## config.mk

```make
export PLATFORM = sky130hd
export DESIGN_NAME = eucl_dist_min_select
export DESIGN_NICKNAME = d
export VERILOG_FILES = /design/src/rtl/eucl_dist_pkg.sv /design/src/rtl/eucl_min_cmp.sv /design/src/rtl/eucl_dist_min_select.sv
export SDC_FILE = /design/constraint.sdc
export NUM_CORES = 1
export LEC_CHECK = 0
export BUFFER_PORTS_ARGS = -buffer_cell sky130_fd_sc_hd__buf_2
export CELL_PAD_IN_SITES_DETAIL_PLACEMENT = 1
export CELL_PAD_IN_SITES_GLOBAL_PLACEMENT = 1
export CORE_ASPECT_RATIO = 1.1
export CORE_UTILIZATION = 41
export CTS_CLUSTER_DIAMETER = 200
export DETAILED_ROUTE_END_ITERATION = 6
export PLACE_DENSITY = 0.87
export SYNTH_ARGS = -nofsm -noshare
export SYNTH_HDL_FRONTEND = slang
export SYNTH_HIERARCHICAL = 1
export SYNTH_SLANG_ARGS = --single-unit
```

## constraint.sdc

```tcl
create_clock -name clk -period 6.7 [get_ports clk]
set_input_delay 0.67 -clock clk [delete_from_list [all_inputs] [get_ports clk]]
set_output_delay 0.67 -clock clk [all_outputs]
set_load 0.005 [all_outputs]
```

## src/rtl/eucl_dist_pkg.sv

```systemverilog
// Shared types and default widths for the Euclidean-distance datapath.
// Used by the minimum-select stage and its compare cell.
package eucl_dist_pkg;

  typedef enum logic [1:0] {
    IDLE  = 2'd0,
    ACCUM = 2'd1,
    HOLD  = 2'd2
  } min_sel_state_t;

  localparam int DIST_WIDTH = 8;
  localparam int NUM_CAND   = 8;

  // Index width for n candidates, never narrower than one bit.
  function automatic int idx_width(input int n);
    return (n > 1) ? $clog2(n) : 1;
  endfunction

endpackage

```

## src/rtl/eucl_min_cmp.sv

```systemverilog
// Combinational compare/update cell for the running best / second-best distance.
// Second-best tracking is present only when EUCL_MIN_SECOND_EN is defined.
module eucl_min_cmp
  import eucl_dist_pkg::*;
#(
  parameter int distWidth = DIST_WIDTH,
  parameter int idxWidth  = 3
) (
  input  logic [distWidth-1:0] dist_in,
  input  logic [distWidth-1:0] best,
`ifdef EUCL_MIN_SECOND_EN
  input  logic [distWidth-1:0] second,
  output logic [distWidth-1:0] nxt_second,
`endif
  input  logic [idxWidth-1:0]  cnt,
  input  logic [idxWidth-1:0]  cur_idx,
  output logic [distWidth-1:0] nxt_best,
  output logic [idxWidth-1:0]  nxt_idx,
  output logic                 take
);

  // Strict less-than so that ties keep the earlier (lower) index.
  always_comb begin
    take     = (dist_in < best);
    nxt_best = best;
    nxt_idx  = cur_idx;
`ifdef EUCL_MIN_SECOND_EN
    nxt_second = second;
`endif
    if (take) begin
      nxt_best = dist_in;
      nxt_idx  = cnt;
`ifdef EUCL_MIN_SECOND_EN
      nxt_second = best;
    end else if (dist_in < second) begin
      nxt_second = dist_in;
`endif
    end else begin
      nxt_best = best;
      nxt_idx  = cur_idx;
    end
  end

endmodule

```

## src/rtl/eucl_dist_min_select.sv

```systemverilog
// Minimum-distance selector: scans numCand distances per frame and returns the
// winning index, its distance and (with EUCL_MIN_SECOND_EN) the second-best margin.
module eucl_dist_min_select
  import eucl_dist_pkg::*;
#(
  parameter int distWidth = DIST_WIDTH,
  parameter int numCand   = NUM_CAND
) (
  input  logic                            clk,
  input  logic                            rstb,
  input  logic [distWidth-1:0]            dist_in,
  input  logic                            dist_valid,
  output logic                            dist_ready,
  output logic [idx_width(numCand)-1:0]   best_idx,
  output logic [distWidth-1:0]            best_dist,
  output logic [distWidth-1:0]            margin,
  output logic                            res_valid,
  input  logic                            res_ready
);

  localparam int idxWidth = idx_width(numCand);
  localparam int cntWidth = idxWidth + 1;
  localparam logic [cntWidth-1:0] LAST_CNT = cntWidth'(numCand - 1);
  localparam bit ONE_CAND = (numCand == 1);

  min_sel_state_t state_r, state_nxt_s;

  logic [cntWidth-1:0]  cnt_r;
  logic [distWidth-1:0] acc_best_r;
  logic [idxWidth-1:0]  acc_idx_r;
  logic [idxWidth-1:0]  best_idx_r;
  logic [distWidth-1:0] best_dist_r;

  logic                 accept_s;
  logic                 is_last_s;
  logic                 upd_best_s;
  logic                 dist_ready_s;
  logic                 res_valid_s;
  logic [distWidth-1:0] best_in_s;
  logic [idxWidth-1:0]  cur_idx_s;
  logic [idxWidth-1:0]  cnt_idx_s;
  logic [distWidth-1:0] nxt_best_s;
  logic [idxWidth-1:0]  nxt_idx_s;
  logic                 take_s;

`ifdef EUCL_MIN_SECOND_EN
  logic [distWidth-1:0] second_r;
  logic [distWidth-1:0] second_in_s;
  logic [distWidth-1:0] nxt_second_s;
  logic [distWidth-1:0] margin_r;
`endif

  assign accept_s   = dist_valid & dist_ready_s;
  assign cnt_idx_s  = cnt_r[idxWidth-1:0];
  assign upd_best_s = take_s | (state_r == IDLE);

  // Frame start compares against an all-ones seed, which loads the first beat
  // exactly as an explicit load would (ties with all-ones change nothing).
  always_comb begin
    best_in_s = acc_best_r;
    cur_idx_s = acc_idx_r;
    is_last_s = (cnt_r == LAST_CNT);
`ifdef EUCL_MIN_SECOND_EN
    second_in_s = second_r;
`endif
    if (state_r == IDLE) begin
      best_in_s = '1;
      cur_idx_s = '0;
      is_last_s = ONE_CAND;
`ifdef EUCL_MIN_SECOND_EN
      second_in_s = '1;
`endif
    end else begin
      best_in_s = acc_best_r;
      cur_idx_s = acc_idx_r;
    end
  end

  eucl_min_cmp #(
    .distWidth (distWidth),
    .idxWidth  (idxWidth)
  ) u_cmp (
    .dist_in    (dist_in),
    .best       (best_in_s),
`ifdef EUCL_MIN_SECOND_EN
    .second     (second_in_s),
    .nxt_second (nxt_second_s),
`endif
    .cnt        (cnt_idx_s),
    .cur_idx    (cur_idx_s),
    .nxt_best   (nxt_best_s),
    .nxt_idx    (nxt_idx_s),
    .take       (take_s)
  );

  // State register.
  always_ff @(posedge clk or negedge rstb) begin
    if (!rstb) begin
      state_r <= IDLE;
    end else begin
      state_r <= state_nxt_s;
    end
  end

  // Next-state logic.
  always_comb begin
    state_nxt_s = state_r;
    case (state_r)
      IDLE: begin
        if (accept_s) begin
          state_nxt_s = ONE_CAND ? HOLD : ACCUM;
        end else begin
          state_nxt_s = IDLE;
        end
      end
      ACCUM: begin
        if (accept_s && is_last_s) begin
          state_nxt_s = HOLD;
        end else begin
          state_nxt_s = ACCUM;
        end
      end
      HOLD: begin
        if (res_ready) begin
          state_nxt_s = IDLE;
        end else begin
          state_nxt_s = HOLD;
        end
      end
      default: state_nxt_s = IDLE;
    endcase
  end

  // Handshake decode: input is blocked for the whole result hold.
  always_comb begin
    dist_ready_s = 1'b1;
    res_valid_s  = 1'b0;
    case (state_r)
      HOLD: begin
        dist_ready_s = 1'b0;
        res_valid_s  = 1'b1;
      end
      default: begin
        dist_ready_s = 1'b1;
        res_valid_s  = 1'b0;
      end
    endcase
  end

  // Running accumulation and result registers; ports only change on HOLD entry.
  always_ff @(posedge clk or negedge rstb) begin
    if (!rstb) begin
      cnt_r       <= {cntWidth{1'b0}};
      acc_best_r  <= {distWidth{1'b0}};
      acc_idx_r   <= {idxWidth{1'b0}};
      best_idx_r  <= {idxWidth{1'b0}};
      best_dist_r <= {distWidth{1'b0}};
`ifdef EUCL_MIN_SECOND_EN
      second_r    <= {distWidth{1'b1}};
      margin_r    <= {distWidth{1'b0}};
`endif
    end else begin
      if (accept_s) begin
        cnt_r <= cnt_r + cntWidth'(1);
        if (upd_best_s) begin
          acc_best_r <= nxt_best_s;
          acc_idx_r  <= nxt_idx_s;
        end
`ifdef EUCL_MIN_SECOND_EN
        second_r <= nxt_second_s;
`endif
        if (is_last_s) begin
          best_idx_r  <= nxt_idx_s;
          best_dist_r <= nxt_best_s;
`ifdef EUCL_MIN_SECOND_EN
          margin_r    <= nxt_second_s - nxt_best_s;
`endif
        end
      end else if ((state_r == HOLD) && res_ready) begin
        cnt_r <= {cntWidth{1'b0}};
      end
    end
  end

  assign dist_ready = dist_ready_s;
  assign res_valid  = res_valid_s;
  assign best_idx   = best_idx_r;
  assign best_dist  = best_dist_r;
`ifdef EUCL_MIN_SECOND_EN
  assign margin     = margin_r;
`else
  assign margin     = {distWidth{1'b0}};
`endif

endmodule

```

Yosys cells after proc, flatten, opt, wreduce, memory -nomap -nowiden
Cells that the tools add are included.
Widths: inputs -> output; s select.
{"block": "totals", "regBits": 28, "input_bits": 12, "output_inout_bits": 21}
{"block": "op_classes", "n_addsub": 1, "n_lt_le_gt_ge": 1, "n_eq_ne": 3, "n_mux": 13, "bitwise": 2, "reduce_logical": 6}
{"cell": "$mux 8", "count": 2}
{"cell": "$lt 8x8->1", "count": 1}
{"cell": "$mux 4", "count": 2}
{"cell": "$mux 3", "count": 2}
{"cell": "$pmux 2 s3", "count": 1}
{"cell": "$add 4x1->4 const B", "count": 1}
{"cell": "$eq 4x3->1 const B", "count": 1}
{"cell": "$mux 1", "count": 4}
{"cell": "$mux 2", "count": 2}
{"cell": "$reduce_and 2->1", "count": 2}
{"cell": "$eq 2x1->1 const B", "count": 1}
{"cell": "$eq 2x2->1 const B", "count": 1}
{"cell": "$logic_and 1x1->1", "count": 2}
{"cell": "$logic_not 2->1", "count": 1}
{"cell": "$reduce_bool 2->1", "count": 1}
{"cell": "$and 1x1->1", "count": 1}
{"cell": "$or 1x1->1", "count": 1}

Depth between registers and ports, before layout
Gate-level depths: netlist (run 1).
{"block": "logic_depth", "depth_word": 6, "ltp_mapped": 14, "depth_no_buf": 11}

By module
Netlist (run 1), hierarchy kept.
{"module": "eucl_dist_min_select", "n_inst": 1, "cells_per_inst": 98, "area_each_um2": 1301.2}
{"module": "eucl_min_cmp", "n_inst": 1, "cells_per_inst": 36, "area_each_um2": 359.1}

Worst setup path after synthesis (run 1)
OpenSTA, ideal clock, no wires.
{"block": "synth_path", "path_kind": "reg-to-reg", "from": "reg state_r[1]", "to": "reg acc_best_r[0]", "setup_time_ns": 0.125, "arrival_ns": 2.809, "t_required_ns": 6.575, "path_slack_ns": 3.766, "stages_incl_launch_ff": 14, "path_buffers": 3, "period_less_slack_ns": 2.934, "path_cell_list": "dfrtp_1 nor2_1 clkbuf_1 or2_2 inv_1 ha_1 nand4_1 o31ai_2 buf_6 inv_1 and2_1 o21ai_0 buf_2 mux2_2"}
{"block": "synth_between", "elab_chain_len": 5, "elab_cells_between_ends": 9, "classes_between": "order compare: 1; eq/ne: 1; mux: 3; bitwise: 2; reduce/logical: 2"}
{"element": "start: declaration", "line_no": "eucl_dist_min_select.sv:26", "source": "min_sel_state_t state_r, state_nxt_s;"}
{"element": "start signal: assignment", "line_no": "eucl_dist_min_select.sv:101", "source": "state_r <= state_nxt_s;"}
{"element": "$logic_not 2->1 *", "line_no": "eucl_dist_min_select.sv:66", "source": "if (state_r == IDLE) begin"}
{"element": "$mux 8 *", "line_no": "eucl_dist_min_select.sv:66"}
{"element": "via best_in_s[7]", "line_no": "eucl_dist_min_select.sv:39", "source": "logic [distWidth-1:0] best_in_s;"}
{"element": "$lt 8x8->1 *", "line_no": "eucl_min_cmp.sv:24", "source": "take = (dist_in < best);"}
{"element": "via take_s", "line_no": "eucl_dist_min_select.sv:44", "source": "logic take_s;"}
{"element": "$or 1x1->1", "line_no": "eucl_dist_min_select.sv:55", "source": "assign upd_best_s = take_s | (state_r == IDLE);"}
{"element": "$reduce_and 2->1 (no line)"}
{"element": "end signal: assignment", "line_no": "eucl_dist_min_select.sv:154", "source": "acc_best_r <= {distWidth{1'b0}};"}
{"element": "end signal: assignment", "line_no": "eucl_dist_min_select.sv:166", "source": "acc_best_r <= nxt_best_s;"}
{"element": "end: declaration", "line_no": "eucl_dist_min_select.sv:29", "source": "logic [distWidth-1:0] acc_best_r;"}
The timed path passes the listed nets; every way through them passes the cells marked *.
A chain may end at the register's enable or synchronous reset.

Worst setup path after layout (run 1)
{"block": "layout_path", "from": "reg state_r[0]", "to": "reg acc_best_r[0]"}
Same word-level chain as after synthesis.

==> results of run 1 <==
[state kept, by name, summed over array words and instances (netlist names)]
| signal | flops |
|---|---|
| acc_idx_r | 3 |
| cnt_r | 4 |
| best_idx | 3 |
| state_r | 2 |
| acc_best_r | 8 |
| best_dist | 8 |
[critical path, stage by stage (launching register included)]
cell     delay (ns)
dfrtp_1        0.44
nor2_1         0.52
or2_2          0.23
inv_1          0.05
ha_1           0.30
nand4_1        0.11
o31ai_2        0.30
inv_1          0.07
and2_1         0.15
o21ai_0        0.42
buf_4          0.26
mux2_2         0.34
[power groups by stage]
stage | logic [W] | clock network, W | registers [W]
after detailed placement | 0.000484 | 0 | 0.000294
after global placement | 0.000459 | 0 | 0.000288
after floorplan | 0.000380 | 0 | 0.000286
final | 0.000479 | 0.000105 | 0.000290
after CTS | 0.000487 | 0.000112 | 0.000291
after global routing | 0.000524 | 0.000115 | 0.000300
[cell type report]
| type | instances | area [sq um] |
|---|---|---|
| inverters | 9 | 33.8 |
| repair buffers | 26 | 135 |
| flip-flops and latches | 28 | 701 |
| clock buffers | 4 | 55.1 |
| well taps | 50 | 62.6 |
| fillers | 428 | 1920 |
| multi-input cells | 92 | 861 |
[per-stage QoR]
stage | hold WS (ns) | cell area, sq um | power, W | std cells | worst slack, ns
3_3_place_gp | 0.481 | 1790 | 0.000747 | 205 | 3.62
5_1_grt | 0.445 | 1850 | 0.000939 | 209 | 3.11
6_report | 0.394 | 1850 | 0.000874 | 209 | 3.38
4_1_cts | 0.415 | 1850 | 0.000890 | 209 | 3.34
2_1_floorplan | 0.374 | 1690 | 0.000666 | 141 | 3.77
3_5_place_dp | 0.490 | 1790 | 0.000778 | 205 | 3.37
[cells in the mapped netlist (all sizes together)]
cell type  count  area [sq um]
nand3          1          5.00
nand2          2          10.0
inv            9          33.8
nor3           2          10.0
and4           1          8.76
ha             8           100
or3            1          11.3
dfrtp         28           701
a211o          1          8.76
a21boi         1          7.51
mux2          33           439
or3b           1          8.76
or2            8          50.1
clkbuf         1          3.75
nand4          1          6.26
o21a           2          15.0
a2111oi        1          15.0
buf           11          87.6
and2           1          6.26
a21o           1          7.51
nor3b          1          7.51
o31ai          1          12.5
mux2i          1          10.0
a21oi          2          10.0
o21ai          3          15.0
nor2b          3          18.8
conb           1          3.75
a32o           1          10.0
nand2b         2          12.5
nor2           4          15.0
o211a          1          10.0
[how the worst max path moves through the flow]
| stage | startpoint | endpoint | slack [ns] | cells past startpoint |
|---|---|---|---|---|
| 6_report | state_r[0] | acc_best_r[0] | 3.38 | 11 |
| 5_1_grt | state_r[1] | acc_best_r[3] | 3.11 | 11 |
| 3_5_place_dp | state_r[0] | acc_best_r[0] | 3.37 | 11 |
| 2_1_floorplan | state_r[1] | acc_best_r[0] | 3.77 | 13 |
| 4_1_cts | state_r[0] | acc_best_r[0] | 3.34 | 11 |
| 3_3_place_gp | state_r[1] | acc_best_r[6] | 3.62 | 11 |
[logic make-up (layout without fill, tap and decap cells)]
kind of cell    count (synthesis)  after routing
other cells                     1              8
flops                          28             28
buf+inv                        21             39
compound gates                 14             14
simple gates                   28             28
mux                            34             34
fa+ha+maj                       8              8
[placed cells by master, fill, tap and decap left out, drive strengths merged]
| master | n |
|---|---|
| nor2b | 3 |
| ha | 8 |
| nand2b | 2 |
| nor3b | 1 |
| dfrtp | 28 |
| conb | 8 |
| o21ai | 3 |
| o31ai | 1 |
| buf | 26 |
| clkbuf | 4 |
| o21a | 2 |
| a21oi | 2 |
| nor3 | 2 |
| o211a | 1 |
| a21boi | 1 |
| nand2 | 2 |
| nand3 | 1 |
| a32o | 1 |
| a211o | 1 |
| and4 | 1 |
| and2 | 1 |
| or3 | 1 |
| nand4 | 1 |
| nor2 | 4 |
| a21o | 1 |
| a2111oi | 1 |
| or3b | 1 |
| or2 | 8 |
| mux2 | 33 |
| inv | 9 |
| mux2i | 1 |
[per-layer routing]
layer | global-route usage | routed length (um) | vias up
met5 | 0 | 0 | -
met4 | 0.0610 | 43 | 0
met3 | 0.0230 | 97 | 3
met2 | 0.303 | 1640 | 25
met1 | 0.180 | 1340 | 522
li1 | - | - | 500
==> metrics, run 1 <==
outcome=finished, final reports clean; I/O pin count=33; FF-to-FF path depth=11; clock latency on the worst-skew pair=0.28 ns; maximum VDD drop=roughly 0.00016 V; grt ovf=0; Synth warnings=6; RR Startpoint=state_r[0]; sw frac=0.338; sequential area share after synthesis=0.422; # Post-CTS Setup Buffers=0; Int Power=0.000579 W; Die ar.=4310 sq um; Resized cells post-CTS=0; Critical Path AT=~3.5 ns; relative slew slack=0.567; minimum clock period=roughly 3.3 ns; crit path kind=reg2reg; first-pass GRT wire length=around 5100 um; Synth Area in Compound Gates=0.0671; layout cell share with drive strength beyond 1=0.478; largest family of logic cells by synthesized area=multiplexers; IO Port Bufs=24; Tot GR Track Use=0.158; final antenna-violating net count=0; fraction of the mapped netlist area in adder cells=0.0603; Fin Clk Skew=0.00437 ns; TritonCTS clock tree=built; Leakage=between 0.9 and 1 nW; Clock Power Share=0.121; DR iter-0 viols=11; Sw Pwr=0.000295 W; reg-to-reg slack, setup=approximately 3.4 ns; CTS buffer count=3; # rows=23; CTS sink cnt=28; Combinational Power Share=0.548; router iterations before antenna repair=4; final hold vios=0; die height=68.7 um; Post-Syn Area=around 1700 sq um; vias in the first global route=around 1100; Synth Area in XOR/XNOR=0; Final period util=0.495; Critical Path Sink Type=register; clk root buf=clkbuf_8; CP Max Fanout=12; synthesis-stage register bit count=28; Core ar.=~3800 sq um; FMAX=between 300 and 400 MHz; Die W=approximately 63 um; Final Net Count=180; GPL Wtd Cong=around 0.80; Distinct cells, synth=35; CTS Hold Buffers Added=0; H-tree Lvls=1; # diodes=0; PwrDens=~470 nW/um^2; Final Core Density=0.490; simple-gate share of the synthesized area=0.102; Setup crit start kind=register; Vias=1050; RSZ-0062 raised after global routing=false; Initial Util=0.440; mux cell area share after synthesis=0.271; Routed WL=3120 um; worst r2r dst=acc_best_r[0]; final setup vio count=0; Max Root-Sink Buffers=2; largest net degree at the start of global routing=29; Pins Over Slew Limit=0; Max-Cap Viols=0; DRC violation count after routing=0; Syn-to-layout area delta=11.3%; initial antenna violation count=0; Worst-Margin Slew=roughly 0.65 ns; Final HPWL DP=approximately 2400 um; average wire per standard cell=roughly 15 um; HP Class=in2async; WP data required=roughly 7 ns; CTS clock-pin slew for the worst setup and hold paths=approximately 0.09 ns; sequential power share=0.331; final setup TNS=0 ns; Via density=around 5; Avg Cell Area, Syn=approximately 12 sq um; Cells after Synth=134
(Power assumes the default switching activity.)
==> run 2: changes to the inputs <==
--- a/config.mk
+++ b/config.mk
@@ -9,7 +9,7 @@
 export CELL_PAD_IN_SITES_DETAIL_PLACEMENT = 1
 export CELL_PAD_IN_SITES_GLOBAL_PLACEMENT = 1
 export CORE_ASPECT_RATIO = 1.1
-export CORE_UTILIZATION = 41
+export CORE_UTILIZATION = 39
 export CTS_CLUSTER_DIAMETER = 200
 export DETAILED_ROUTE_END_ITERATION = 6
 export PLACE_DENSITY = 0.87
==> constraint.sdc (replaced) <==
create_clock -name clk -period 2.99 [get_ports clk]
set_input_delay 0.299 -clock clk [delete_from_list [all_inputs] [get_ports clk]]
set_output_delay 0.299 -clock clk [all_outputs]
set_load 0.005 [all_outputs]
==> run 2 against run 1 <==
Against the previous run: setup slack worse by 3.1 ns; flip-flop and latch count unchanged; sequential share of layout area down 0.98 points; design area up 2.6%; register-to-register slack worse by 3.1 ns; sequential power up 120%; clock power rose to 2.8 times the previous value; first-iteration DRC count up 45%; critical endpoint is now acc_idx_r[2]; maximum frequency up 24%; largest power group unchanged.
==> metrics, run 2 (synthesized netlist as in run 1, its figures left out) <==
Syn-to-layout area delta=14.2%; die height=slightly above 70 um; Final Net Count=approximately 180; Via density=4.98; DRC violation count after routing=0; Die W=about 64 um; Critical Path AT=roughly 2.8 ns; Final HPWL DP=2630 um; grt ovf=0; PwrDens=between 1000 and 1500 nW/um^2; first-pass GRT wire length=5810 um; final antenna-violating net count=0; layout cell share with drive strength beyond 1=0.494; Critical Path Sink Type=register; router iterations before antenna repair=4; final setup TNS=0 ns; final hold vios=0; outcome=finished, final reports clean; Place WS=about 0.039 ns; final instance count without filler cells=~210; Fin Clk Skew=0.00380 ns; DP Cell Count=210; Core ar.=4020 sq um; initial antenna violation count=0; Initial Util=0.413; clock latency on the worst-skew pair=0.27 ns; clk root buf=clkbuf_8; Final period util=0.897; filler instances=443; minimum clock period=about 2.7 ns; # rows=24; CTS buffer count=3; Worst-Margin Slew=~0.63 ns; HP Class=in2async; Pins Over Slew Limit=0; Slowest-stage cell, CP=dfrtp_1; IO Port Bufs=24; FMAX=between 300 and 400 MHz; WP data required=between 3 and 4 ns; Tot GR Track Use=0.164; Vias=between 1000 and 1500; Leakage=0.995 nW; CP Max Fanout=8; CTS sink cnt=28; CTS clock-pin slew for the worst setup and hold paths=about 0.10 ns; I/O pin count=33; Max-Cap Viols=0; # Post-CTS Setup Buffers=0; Critical Path Max Stage Delay=approximately 0.46 ns; Max Root-Sink Buffers=2; Routed WL=approximately 3300 um; H-tree Lvls=1; commonest non-fill, non-tap cell in the layout=dfrtp_1; Setup crit start kind=register; average wire per standard cell=around 16 um; # diodes=0; crit-path cells=nor2_4, or2_2, inv_1, ha_1, nand4_1, o31ai_2, inv_1, and2_1, o21ai_1, buf_4, mux2_2; vias in the first global route=around 1200; final setup vio count=0; largest net degree at the start of global routing=29; most frequent CP cell=inv_1; Final Worst Setup Slack=0.309 ns; Die ar.=between 4000 and 5000 sq um; Buf/Inv on CP=3; crit path kind=reg2reg; RSZ-0062 raised after global routing=false; most frequent cells in the layout=dfrtp_1 (28), buf_2 (24), mux2_4 (18); TritonCTS clock tree=built; relative slew slack=0.578; Final Core Density=0.471; maximum VDD drop=between 0.0004 and 0.0005 V; Top Family by Delay on Critical Path=simple AND/OR/NAND/NOR gates; GPL Wtd Cong=roughly 0.90; DR iter-0 viols=16
-- run 2: changes by cell type in the layout (fill, tap and decap cells not counted), sizes merged --
cell,previous run,this run
buf,26,29
clkbuf,4,3
bufinv,0,1
-- run 2: routing by layer --
layer,global-route usage,wire [um],up-vias
met1,0.203,1380,535
met4,0.0346,27,0
li1,-,-,505
met2,0.299,1820,22
met3,0.0229,105,4
met5,0,0,-
-- run 2: area by class of cell --
cell class | count | area [sq um] | share of cell area
Sequential cell | 28 | 701 | 0.369
Inverter | 9 | 33.8 | 0.0178
Clock inverter | 1 | 30.0 | 0.0158
Tap cell | 52 | 65.1 | 0.0343
Timing Repair Buffer | 29 | 158 | 0.0831
Multi-Input combinational cell | 92 | 868 | 0.458
Clock buffer | 3 | 41.3 | 0.0218
-- run 2: what timing repair did --
item / in CTS / in global routing
hold buffers: 0 / 0
endpoints found under the setup margin: 2 / 11
gates resized for setup: 1 / 2
-- run 2: worst register-to-register path, stage by stage (launching register included) --
cell     delay (ns)
dfrtp_1        0.46
nor2_4         0.20
or2_2          0.15
inv_1          0.04
ha_1           0.30
nand4_1        0.11
o31ai_2        0.35
inv_1          0.07
and2_1         0.16
o21ai_1        0.19
buf_4          0.20
mux2_2         0.34
-- run 2: through the flow --
| step | hold WS [ns] | total power [W] | area, sq um |
|---|---|---|---|
| 3_3_place_gp | 0.346 | 0.00171 | 1820 |
| 6_report | 0.0333 | 0.00207 | 1900 |
| 3_5_place_dp | 0.358 | 0.00179 | 1820 |
| 5_1_grt | 0.0810 | 0.00223 | 1900 |
| 4_1_cts | 0.0552 | 0.00209 | 1890 |
| 2_1_floorplan | 0.00341 | 0.00149 | 1690 |
-- run 2: worst paths after layout --
path | from | endpoint | slack (ns) | cells past startpoint
max | state_r[1] | acc_idx_r[2] | 0.31 | 11
min | rstb | best_dist[4] | 0.03 | 1
max reg2reg | state_r[1] | acc_idx_r[2] | 0.31 | 11
min reg2reg | acc_best_r[0] | acc_best_r[0] | 0.51 | 1
max in group asynchronous | rstb | acc_best_r[3] | 2.54 | 1
min in group clk | dist_valid | state_r[0] | 0.36 | 3
-- run 2: power by group --
group          internal [W]  total [W]  switching (W)
Clock              0.000179   0.000298       0.000119
Combinational      0.000657    0.00112       0.000460
Sequential         0.000551   0.000652       0.000101
Total               0.00139    0.00207       0.000680
